$ cat src/rtl/soc_periph_arbiter_if.sv
// Request/response bundle between the bus masters, the peripheral arbiter and its targets.
// The arbiter connects through the slave modport. The master modport is the view of the
// environment that drives requests and models the targets.
interface soc_periph_arbiter_if #(
    parameter int unsigned NrMasters = 2,
    parameter int unsigned NrTargets = 4,
    parameter int unsigned AddrWidth = 64,
    parameter int unsigned DataWidth = 64
);
    // Master side
    logic [NrMasters-1:0]                m_req_valid_i;
    logic [NrMasters-1:0]                m_req_ready_o;
    logic [NrMasters-1:0][AddrWidth-1:0] m_req_addr_i;
    logic [NrMasters-1:0]                m_req_we_i;
    logic [NrMasters-1:0][DataWidth-1:0] m_req_wdata_i;
    logic [NrMasters-1:0]                m_rsp_valid_o;
    logic [NrMasters-1:0]                m_rsp_ready_i;
    logic [DataWidth-1:0]                m_rsp_rdata_o;
    logic                                m_rsp_err_o;

    // Target side
    logic [NrTargets-1:0]                s_req_valid_o;
    logic [NrTargets-1:0]                s_req_ready_i;
    logic [AddrWidth-1:0]                s_req_addr_o;
    logic                                s_req_we_o;
    logic [DataWidth-1:0]                s_req_wdata_o;
    logic [NrTargets-1:0]                s_rsp_valid_i;
    logic [NrTargets-1:0][DataWidth-1:0] s_rsp_rdata_i;
    logic [NrTargets-1:0]                s_rsp_err_i;

    modport slave (
        input  m_req_valid_i, m_req_addr_i, m_req_we_i, m_req_wdata_i, m_rsp_ready_i,
        input  s_req_ready_i, s_rsp_valid_i, s_rsp_rdata_i, s_rsp_err_i,
        output m_req_ready_o, m_rsp_valid_o, m_rsp_rdata_o, m_rsp_err_o,
        output s_req_valid_o, s_req_addr_o, s_req_we_o, s_req_wdata_o
    );

    modport master (
        output m_req_valid_i, m_req_addr_i, m_req_we_i, m_req_wdata_i, m_rsp_ready_i,
        output s_req_ready_i, s_rsp_valid_i, s_rsp_rdata_i, s_rsp_err_i,
        input  m_req_ready_o, m_rsp_valid_o, m_rsp_rdata_o, m_rsp_err_o,
        input  s_req_valid_o, s_req_addr_o, s_req_we_o, s_req_wdata_o
    );
endinterface

$ cat src/rtl/soc_periph_arbiter.sv
// Round-robin arbiter that shares the SoC peripheral space between the bus masters.
// It runs one transaction at a time and decodes the address to DRAM, ZYNQ, CLINT or Debug.
// It answers with an error for unmapped addresses and for targets that stop responding.
// The target indices of the address map are fixed, so NrTargets must be 4.
module soc_periph_arbiter #(
    parameter int unsigned NrMasters     = 2,
    parameter int unsigned NrTargets     = 4,
    parameter int unsigned TimeoutCycles = 256,
    parameter int unsigned AddrWidth     = 64,
    parameter int unsigned DataWidth     = 64
) (
    input logic                  clk_i,
    input logic                  rst_i,
    soc_periph_arbiter_if.slave  bus
);

    localparam int unsigned IdW  = (NrMasters > 1) ? $clog2(NrMasters) : 1;
    localparam int unsigned IdxW = (NrTargets > 1) ? $clog2(NrTargets) : 1;
    localparam int unsigned CntW = $clog2(TimeoutCycles) + 1;

    typedef enum logic [1:0] {StIdle, StIssue, StWait, StResp} state_e;

    state_e               state_q, state_d;
    logic [IdW-1:0]       rr_q, rr_d;
    logic [IdW-1:0]       id_q, id_d;
    logic [IdxW-1:0]      idx_q, idx_d;
    logic [AddrWidth-1:0] addr_q, addr_d;
    logic                 we_q, we_d;
    logic [DataWidth-1:0] wdata_q, wdata_d;
    logic [DataWidth-1:0] rdata_q, rdata_d;
    logic                 err_q, err_d;
    logic [CntW-1:0]      cnt_q, cnt_d;

    logic                 win_found;
    logic [IdW-1:0]       win;
    logic [63:0]          win_addr;
    logic                 dec_hit;
    logic [IdxW-1:0]      dec_idx;
    logic                 timeout;

    // Pick the first requesting master at or after the round-robin pointer
    always_comb begin
        win_found = 1'b0;
        win       = '0;
        for (int unsigned i = 0; i < NrMasters; i++) begin
            int unsigned cand;
            cand = (32'(rr_q) + i) % NrMasters;
            if (!win_found && bus.m_req_valid_i[cand[IdW-1:0]]) begin
                win_found = 1'b1;
                win       = cand[IdW-1:0];
            end
        end
    end

    // Decode the winning address against the half-open regions of the SoC map
    always_comb begin
        win_addr = 64'(bus.m_req_addr_i[win]);
        dec_hit  = 1'b1;
        dec_idx  = '0;
        if (win_addr < 64'h0000_1000) begin
            dec_idx = IdxW'(3);
        end else if (win_addr >= 64'h0200_0000 && win_addr < 64'h020C_0000) begin
            dec_idx = IdxW'(2);
        end else if (win_addr >= 64'h8000_0000 && win_addr < 64'hA000_0000) begin
            dec_idx = IdxW'(0);
        end else if (win_addr >= 64'hE000_0000 && win_addr < 64'h1_0000_0000) begin
            dec_idx = IdxW'(1);
        end else begin
            dec_hit = 1'b0;
        end
    end

    // The comparison uses >= because an accept on the last cycle leaves WAIT one count later
    assign timeout = (cnt_q >= CntW'(TimeoutCycles - 1));

    // Next-state logic and handshake outputs
    always_comb begin
        state_d = state_q;
        rr_d    = rr_q;
        id_d    = id_q;
        idx_d   = idx_q;
        addr_d  = addr_q;
        we_d    = we_q;
        wdata_d = wdata_q;
        rdata_d = rdata_q;
        err_d   = err_q;
        cnt_d   = cnt_q;

        bus.m_req_ready_o = '0;
        bus.m_rsp_valid_o = '0;
        bus.m_rsp_rdata_o = '0;
        bus.m_rsp_err_o   = 1'b0;
        bus.s_req_valid_o = '0;

        unique case (state_q)
            StIdle: begin
                if (win_found) begin
                    bus.m_req_ready_o[win] = 1'b1;
                    id_d    = win;
                    idx_d   = dec_idx;
                    addr_d  = bus.m_req_addr_i[win];
                    we_d    = bus.m_req_we_i[win];
                    wdata_d = bus.m_req_wdata_i[win];
                    rr_d    = (32'(win) == NrMasters - 1) ? '0 : win + IdW'(1);
                    if (dec_hit) begin
                        cnt_d   = '0;
                        state_d = StIssue;
                    end else begin
                        rdata_d = '0;
                        err_d   = 1'b1;
                        state_d = StResp;
                    end
                end
            end
            StIssue: begin
                bus.s_req_valid_o[idx_q] = 1'b1;
                cnt_d = cnt_q + CntW'(1);
                if (bus.s_req_ready_i[idx_q]) begin
                    state_d = StWait;
                end else if (timeout) begin
                    // Recovery path: valid is withdrawn without a handshake
                    rdata_d = '0;
                    err_d   = 1'b1;
                    state_d = StResp;
                end
            end
            StWait: begin
                cnt_d = cnt_q + CntW'(1);
                if (bus.s_rsp_valid_i[idx_q]) begin
                    rdata_d = bus.s_rsp_rdata_i[idx_q];
                    err_d   = bus.s_rsp_err_i[idx_q];
                    state_d = StResp;
                end else if (timeout) begin
                    rdata_d = '0;
                    err_d   = 1'b1;
                    state_d = StResp;
                end
            end
            StResp: begin
                bus.m_rsp_valid_o[id_q] = 1'b1;
                bus.m_rsp_rdata_o       = rdata_q;
                bus.m_rsp_err_o         = err_q;
                if (bus.m_rsp_ready_i[id_q]) begin
                    state_d = StIdle;
                end
            end
            default: state_d = StIdle;
        endcase
    end

    assign bus.s_req_addr_o  = addr_q;
    assign bus.s_req_we_o    = we_q;
    assign bus.s_req_wdata_o = wdata_q;

    // State and latched transaction registers with synchronous reset
    always_ff @(posedge clk_i) begin
        if (rst_i) begin
            state_q <= StIdle;
            rr_q    <= '0;
            id_q    <= '0;
            idx_q   <= '0;
            addr_q  <= '0;
            we_q    <= 1'b0;
            wdata_q <= '0;
            rdata_q <= '0;
            err_q   <= 1'b0;
            cnt_q   <= '0;
        end else begin
            state_q <= state_d;
            rr_q    <= rr_d;
            id_q    <= id_d;
            idx_q   <= idx_d;
            addr_q  <= addr_d;
            we_q    <= we_d;
            wdata_q <= wdata_d;
            rdata_q <= rdata_d;
            err_q   <= err_d;
            cnt_q   <= cnt_d;
        end
    end

endmodule

$ cat src/flat_wrapper.sv
// flat-port wrapper written by rule: the top's interface ports become plain ports
module soc_periph_arbiter_flat 
#(
    parameter int unsigned NrMasters     = 2,
    parameter int unsigned NrTargets     = 4,
    parameter int unsigned TimeoutCycles = 256,
    parameter int unsigned AddrWidth     = 64,
    parameter int unsigned DataWidth     = 64
)
  (clk_i, rst_i, bus_m_req_valid_i, bus_m_req_addr_i, bus_m_req_we_i, bus_m_req_wdata_i, bus_m_rsp_ready_i, bus_s_req_ready_i, bus_s_rsp_valid_i, bus_s_rsp_rdata_i, bus_s_rsp_err_i, bus_m_req_ready_o, bus_m_rsp_valid_o, bus_m_rsp_rdata_o, bus_m_rsp_err_o, bus_s_req_valid_o, bus_s_req_addr_o, bus_s_req_we_o, bus_s_req_wdata_o);
  soc_periph_arbiter_if #(.NrMasters(NrMasters), .NrTargets(NrTargets), .AddrWidth(AddrWidth), .DataWidth(DataWidth)) bus_i ();
  input logic clk_i;
  input logic rst_i;
  input wire logic [$bits(bus_i.m_req_valid_i)-1:0] bus_m_req_valid_i;
  input wire logic [$bits(bus_i.m_req_addr_i)-1:0] bus_m_req_addr_i;
  input wire logic [$bits(bus_i.m_req_we_i)-1:0] bus_m_req_we_i;
  input wire logic [$bits(bus_i.m_req_wdata_i)-1:0] bus_m_req_wdata_i;
  input wire logic [$bits(bus_i.m_rsp_ready_i)-1:0] bus_m_rsp_ready_i;
  input wire logic [$bits(bus_i.s_req_ready_i)-1:0] bus_s_req_ready_i;
  input wire logic [$bits(bus_i.s_rsp_valid_i)-1:0] bus_s_rsp_valid_i;
  input wire logic [$bits(bus_i.s_rsp_rdata_i)-1:0] bus_s_rsp_rdata_i;
  input wire logic [$bits(bus_i.s_rsp_err_i)-1:0] bus_s_rsp_err_i;
  output wire logic [$bits(bus_i.m_req_ready_o)-1:0] bus_m_req_ready_o;
  output wire logic [$bits(bus_i.m_rsp_valid_o)-1:0] bus_m_rsp_valid_o;
  output wire logic [$bits(bus_i.m_rsp_rdata_o)-1:0] bus_m_rsp_rdata_o;
  output wire logic [$bits(bus_i.m_rsp_err_o)-1:0] bus_m_rsp_err_o;
  output wire logic [$bits(bus_i.s_req_valid_o)-1:0] bus_s_req_valid_o;
  output wire logic [$bits(bus_i.s_req_addr_o)-1:0] bus_s_req_addr_o;
  output wire logic [$bits(bus_i.s_req_we_o)-1:0] bus_s_req_we_o;
  output wire logic [$bits(bus_i.s_req_wdata_o)-1:0] bus_s_req_wdata_o;
  assign bus_i.m_req_valid_i = bus_m_req_valid_i;
  assign bus_i.m_req_addr_i = bus_m_req_addr_i;
  assign bus_i.m_req_we_i = bus_m_req_we_i;
  assign bus_i.m_req_wdata_i = bus_m_req_wdata_i;
  assign bus_i.m_rsp_ready_i = bus_m_rsp_ready_i;
  assign bus_i.s_req_ready_i = bus_s_req_ready_i;
  assign bus_i.s_rsp_valid_i = bus_s_rsp_valid_i;
  assign bus_i.s_rsp_rdata_i = bus_s_rsp_rdata_i;
  assign bus_i.s_rsp_err_i = bus_s_rsp_err_i;
  assign bus_m_req_ready_o = bus_i.m_req_ready_o;
  assign bus_m_rsp_valid_o = bus_i.m_rsp_valid_o;
  assign bus_m_rsp_rdata_o = bus_i.m_rsp_rdata_o;
  assign bus_m_rsp_err_o = bus_i.m_rsp_err_o;
  assign bus_s_req_valid_o = bus_i.s_req_valid_o;
  assign bus_s_req_addr_o = bus_i.s_req_addr_o;
  assign bus_s_req_we_o = bus_i.s_req_we_o;
  assign bus_s_req_wdata_o = bus_i.s_req_wdata_o;
  soc_periph_arbiter #(.NrMasters(NrMasters), .NrTargets(NrTargets), .TimeoutCycles(TimeoutCycles), .AddrWidth(AddrWidth), .DataWidth(DataWidth)) u_core (.clk_i(clk_i), .rst_i(rst_i), .bus(bus_i));
endmodule
$ cat config.mk
export PLATFORM = sky130hd
export DESIGN_NAME = soc_periph_arbiter_flat
export DESIGN_NICKNAME = d
export VERILOG_FILES = /design/src/rtl/soc_periph_arbiter_if.sv /design/src/rtl/soc_periph_arbiter.sv /design/src/flat_wrapper.sv
export SDC_FILE = /design/constraint.sdc
export NUM_CORES = 1
export LEC_CHECK = 0
export CORE_AREA = 2 2 283 285
export DETAILED_ROUTE_END_ITERATION = 6
export DIE_AREA = 0 0 285 287
export GPL_TIMING_DRIVEN = 0
export PLACE_DENSITY = 0.48
export SYNTH_ARGS = -nofsm -noshare
export SYNTH_HDL_FRONTEND = slang
export SYNTH_SLANG_ARGS = --single-unit
$ cat constraint.sdc
create_clock -name clk_i -period 2.85 [get_ports clk_i]
set_clock_uncertainty 0.15 [all_clocks]
set_input_delay 0.4275 -clock clk_i [delete_from_list [all_inputs] [get_ports clk_i]]
set_output_delay 0.4275 -clock clk_i [all_outputs]
set_load 0.05 [all_outputs]
# Word level (Yosys, flattened, before mapping)
# Cells that the tools add are included.
# classes
add_sub_neg	3
magnitude_cmp	16
n_eq_ne	8
n_mux	67
n_reduce_logical	16
# ops
op	count
$mux 64	11
$pmux 64 s3	1
$bmux 64 s2	1
$ge 64x32->1 const B	2
$ge 64x26->1 const B	1
$lt 64x13->1 const B	1
$lt 64x26->1 const B	1
$lt 64x32->1 const B	1
$lt 64x33->1 const B	1
$mux 1	30
$mux 2	12
$mux 9	2
$pmux 9 s2	1
$add 9x1->9 const B	1
$ge 9x8->1 const B	1
$lt 1x2->1 const B	4
$pmux 2 s4	1
$logic_and 1x1->1	7
$bmux 1 s2	3
$ne 2x1->1 const B	3
$eq 2x2->1 const B	2
$mux 4	1
$ne 2x2->1 const B	2
$reduce_and 2->1	2
15 further kinds	18
# totals
register_bits	209
inputBits	532
output_inout_bits	202

# Depth between registers and ports, before layout
# logic_depth
ltp_word	17
mapped_depth	11
mapped_depth_nobuf	10

# Worst setup path after synthesis
# No wires, ideal clock.
# synth_path
kind	register to output
from	reg u_core.state_q[0]
to	out bus_m_req_ready_o[0]
arrival_time_ns	2.094
t_required_ns	2.273
path_slack_ns	0.178
path_stages_with_launch	8
cell_sequence	dfxtp_1 inv_1 ha_1 clkbuf_1 o21ai_0 clkbuf_1 clkbuf_1 nor2_1
# synth_between
elab_chain_cells	2
# synth_lines
item	line	rtl
start, declared	soc_periph_arbiter.sv:23	state_e state_q, state_d;
start signal, assigned	soc_periph_arbiter.sv:158	state_q <= StIdle;
start signal, assigned	soc_periph_arbiter.sv:169	state_q <= state_d;
$logic_not 2->1	soc_periph_arbiter.sv:95	unique case (state_q)
$mux 2	soc_periph_arbiter.sv:95	
end, declared	flat_wrapper.sv:23	output wire logic [$bits(bus_i.m_req_ready_o)-1:0] bus_m_req_ready_o;
# No other way between the ends.

# Worst setup path after layout
# layout_path
from	reg u_core.idx_q[1]
to	out bus_s_req_valid_o[3]
# layout_between
elab_chain_cells	5
word_cells_on_any_way	6
classes_between	order compare (2); mux (3); reduce/logical (1)
# layout_lines
item	line	rtl
start, declared	soc_periph_arbiter.sv:26	logic [IdxW-1:0] idx_q, idx_d;
start signal, assigned	soc_periph_arbiter.sv:172	idx_q <= idx_d;
$lt 2x3->1 (implied by the code) / $ge 2x1->1 (equally long branches)	soc_periph_arbiter.sv:116	bus.s_req_valid_o[idx_q] = 1'b1;
$logic_and 1x1->1 (implied by the code)	soc_periph_arbiter.sv:116	
$mux 1 (implied by the code)	soc_periph_arbiter.sv:116	
$demux 1 s2 (*)	-	
$mux 4 (*)	soc_periph_arbiter.sv:95	
end, declared	flat_wrapper.sv:27	output wire logic [$bits(bus_i.s_req_valid_o)-1:0] bus_s_req_valid_o;
# Every way passes the cells marked *; elsewhere a longest branch is shown, timed or not.

==> flow_metrics.env <==
export IMPL_cts_tree="yes"
export IMPL_synth_edff_count=0
export IMPL_wl_per_cell_um=23.13
export IMPL_drt_iter0_markers=658
export IMPL_place_gp_congestion=0.9351
export IMPL_synth_warnings=0
export IMPL_wirelength_mm=69.57
export IMPL_avgSynthCellArea_um2=9.349
export IMPL_cp_end_kind="output pin"
export IMPL_vias=12770
export IMPL_final_common_cell="clkdlybuf4s50_1"
export IMPL_final_cell_mix="clkdlybuf4s50_1, dfxtp_1, nand2_1"
export IMPL_grt_max_degree=14
export IMPL_synth_seq_cells=209
export IMPL_total_leakage_power_uw=0.007546
export IMPL_clk_pin_slew_ns=0.06
export IMPL_cp_max_fo=10
export IMPL_min_period_over_period_pct=97.11
export IMPL_layout_core_utilization_pct=26.39
export IMPL_detail_route_antenna_nets=0
export IMPL_ys_seq_area_share_pct=38.41
export IMPL_worst_r2r_startpoint="u_core.rr_q"
export IMPL_ys_types=45
export IMPL_grt_overflow=0
export IMPL_grt_first_pass_wirelength_mm=96.83
export IMPL_drive_gt1_share_pct=12.85
export IMPL_startpoint_type="register"
export IMPL_maxCapViolations=0
export IMPL_nNetsFinal=2471
export IMPL_synth_ff_type="dfxtp_1"
export IMPL_syn_to_final_growth_pct=90.50
export IMPL_ir_drop_uv=457.8
export IMPL_setup_violations=0
export IMPL_cts_buffers=28
export IMPL_worstSetupPathType="register to output pin"
export IMPL_fin_cells=3008
export IMPL_reg2reg_depth=10
export IMPL_initial_core_util_pct=13.85
export IMPL_nFillCells=8371
export IMPL_dp_hpwl_mm=57.09
export IMPL_ys_async_sr_fraction_pct=0
export IMPL_cts_root_buf="clkbuf_16"
export IMPL_antenna_found_initial=8
export IMPL_core_mm2=0.07861
export IMPL_fin_tns_setup_ns=0
export IMPL_holdWs_ns=0.2688
export IMPL_cts_sinks=209
export IMPL_dp_cells=2947
export IMPL_hold_viol=0
export IMPL_worst_slew_pin_slew_ns=1.078
export IMPL_min_path_type="primary input to register"
export IMPL_die_h_um=287
export IMPL_clockBufferDepth=3
export IMPL_syn_inst=1165
export IMPL_slew_limit_headroom_pct=28.15
export IMPL_outcome="completed"
export IMPL_rsz0062_at_grt="yes"
export IMPL_port_buffers=732
export IMPL_fin_crit_ns=2.768
export IMPL_grt_pass1_vias=13610
export IMPL_fmax_mhz=361.3
export IMPL_min_to="u_core.bus.s_req_wdata_o[20]"
export IMPL_htree_num_levels=1
export IMPL_arrival_ns=2.19
export IMPL_power_density_mw_per_mm2=795.4
export IMPL_die_area_mm2=0.08180
export IMPL_worstHoldStart="bus_m_req_wdata_i[84]"
export IMPL_r2r_setup_slack_ns=0.17
export IMPL_worstPathRequired_ns=2.27
export IMPL_syn_area_mm2=0.01089
export IMPL_clkLatencyLatePin_ns=0.58
export IMPL_via_per_inst=4.246
export IMPL_track_usage_pct=16.06
export IMPL_placementRows=103
export IMPL_drc=0
export IMPL_dieWidth_um=285
export IMPL_dr_pass1_iters=5
export IMPL_drv_slew=0
export IMPL_r2r_end="u_core.rdata_q[10]"
export IMPL_syn_nets=1704
export IMPL_io_pins=734
export IMPL_hold_depth=3
==> metal layers <==
| layer | up-vias | track usage (%) | part of all wire [%] |
|---|---|---|---|
| met5 | - | 0 | 0.073 |
| met4 | 8 | 4.359 | 3.0 |
| met3 | 86 | 5.254 | 8.8 |
| met2 | 616 | 29.39 | 51 |
| met1 | 6154 | 17.72 | 38 |
| li1 | 5909 | - | - |
==> registers in the layout (all words and copies together) (netlist names) <==
name	flops
u_core.err_q	1
u_core.id_q	1
u_core.cnt_q	9
u_core.bus.s_req_we_o	1
u_core.bus.s_req_wdata_o	64
u_core.rr_q	1
u_core.idx_q	2
u_core.state_q	2
u_core.bus.s_req_addr_o	64
u_core.rdata_q	64
==> critical path, cell delays in order, from the launching register on <==
cell,delay (ns)
dfxtp_4,0.48
clkbuf_8,0.26
buf_4,0.28
and3_1,0.20
clkdlybuf4s15_2,0.38
==> worst max path at each step <==
| stage | startpoint | end | cells past startpoint | slack [ns] |
|---|---|---|---|---|
| floorplan | u_core.state_q[0] | bus_m_req_ready_o[0] | 7 | 0.18 |
| global placement | bus_m_req_valid_i[1] | bus_m_req_ready_o[0] | 6 | -2.12 |
| detailed placement | bus_m_req_valid_i[1] | bus_m_req_ready_o[0] | 6 | -2.17 |
| CTS | u_core.state_q[1] | bus_m_rsp_rdata_o[35] | 5 | 0.0009 |
| global route | u_core.state_q[1] | bus_m_req_ready_o[0] | 8 | -0.007 |
| finish | u_core.idx_q[1] | bus_s_req_valid_o[3] | 4 | 0.08 |
==> kinds of logic (layout without fill, tap and decap cells) <==
family | after synthesis | after routing | synth area share [%]
and+or+nand+nor | 471 | 471 | 19.28
muxes | 70 | 70 | 14.28
xor gates and xnor gates | 2 | 2 | 0.1609
AOI/OAI and AO/OA | 280 | 280 | 21.70
buffers and inverters | 126 | 915 | 5.365
DFF | 209 | 209 | 38.41
other | 0 | 4 | 0
adders and majority gates | 7 | 7 | 0.8041
==> timing repair <==
| item | in CTS | in global routing |
|---|---|---|
| gates resized for setup | 300 | 47 |
| endpoints found under the setup margin | 213 | 134 |
| setup buffers | 7 | 0 |
| pin swaps | 2 | 1 |
| gates cloned | 0 | 0 |
| hold buffers | 0 | 0 |
==> stage by stage <==
step                      cell area, um^2  worst slack, ns  power, uW
final                               20750          0.08228      16500
after global routing                20740        -0.006543      17360
after CTS                           20770        0.0009019      16700
after detailed placement            19530           -2.169      12220
after global placement              19530           -2.124      12160
after floorplan                     10890           0.1782       8714
==> power by group <==
part	leakage, uW	internal (uW)	switching, uW
Combinational	0.00531	3000	5270
Clock	0.000518	2610	1510
Sequential	0.00171	3660	461
Total	0.00755	9270	7240
==> cells in the mapped netlist (2+ instances only) <==
master	instances	area share, %
a211o_1	2	0.16
a211oi_1	2	0.14
a2111oi_0	3	0.24
o32ai_1	6	0.48
inv_1	11	0.38
and3_1	7	0.40
nor4_2	6	0.69
nand4_1	7	0.40
ha_1	7	0.80
a311oi_1	90	7.2
a22o_1	106	8.5
buf_1	8	0.28
a22oi_1	44	3.0
clkbuf_1	87	3.0
nor2_1	149	5.1
a21oi_1	11	0.51
nor4_1	17	0.98
and2_1	66	3.8
o21ai_0	4	0.18
nand2_1	195	6.7
dfxtp_1	209	38
mux4_2	67	14
nand3_1	10	0.46
nor2b_1	2	0.11
buf_6	14	1.4
buf_2	5	0.23
nor3_1	10	0.46
a21o_1	2	0.14
a2bb2oi_1	2	0.16
==> layout make-up <==
| class | instances | area, um^2 | area share (%) |
|---|---|---|---|
| tap | 1050 | 1314 | 6.332 |
| inverter | 12 | 45.04 | 0.2171 |
| sequential | 209 | 4190 | 20.20 |
| multi-input combinational | 830 | 6218 | 29.97 |
| buffer | 112 | 650.6 | 3.136 |
| timing repair buffer | 739 | 7261 | 34.99 |
| clock buffer | 39 | 813.3 | 3.920 |
| clock inverter | 13 | 246.5 | 1.188 |
| antenna | 4 | 10.01 | 0.04824 |
No activity file was read; power rests on OpenSTA's default activity.
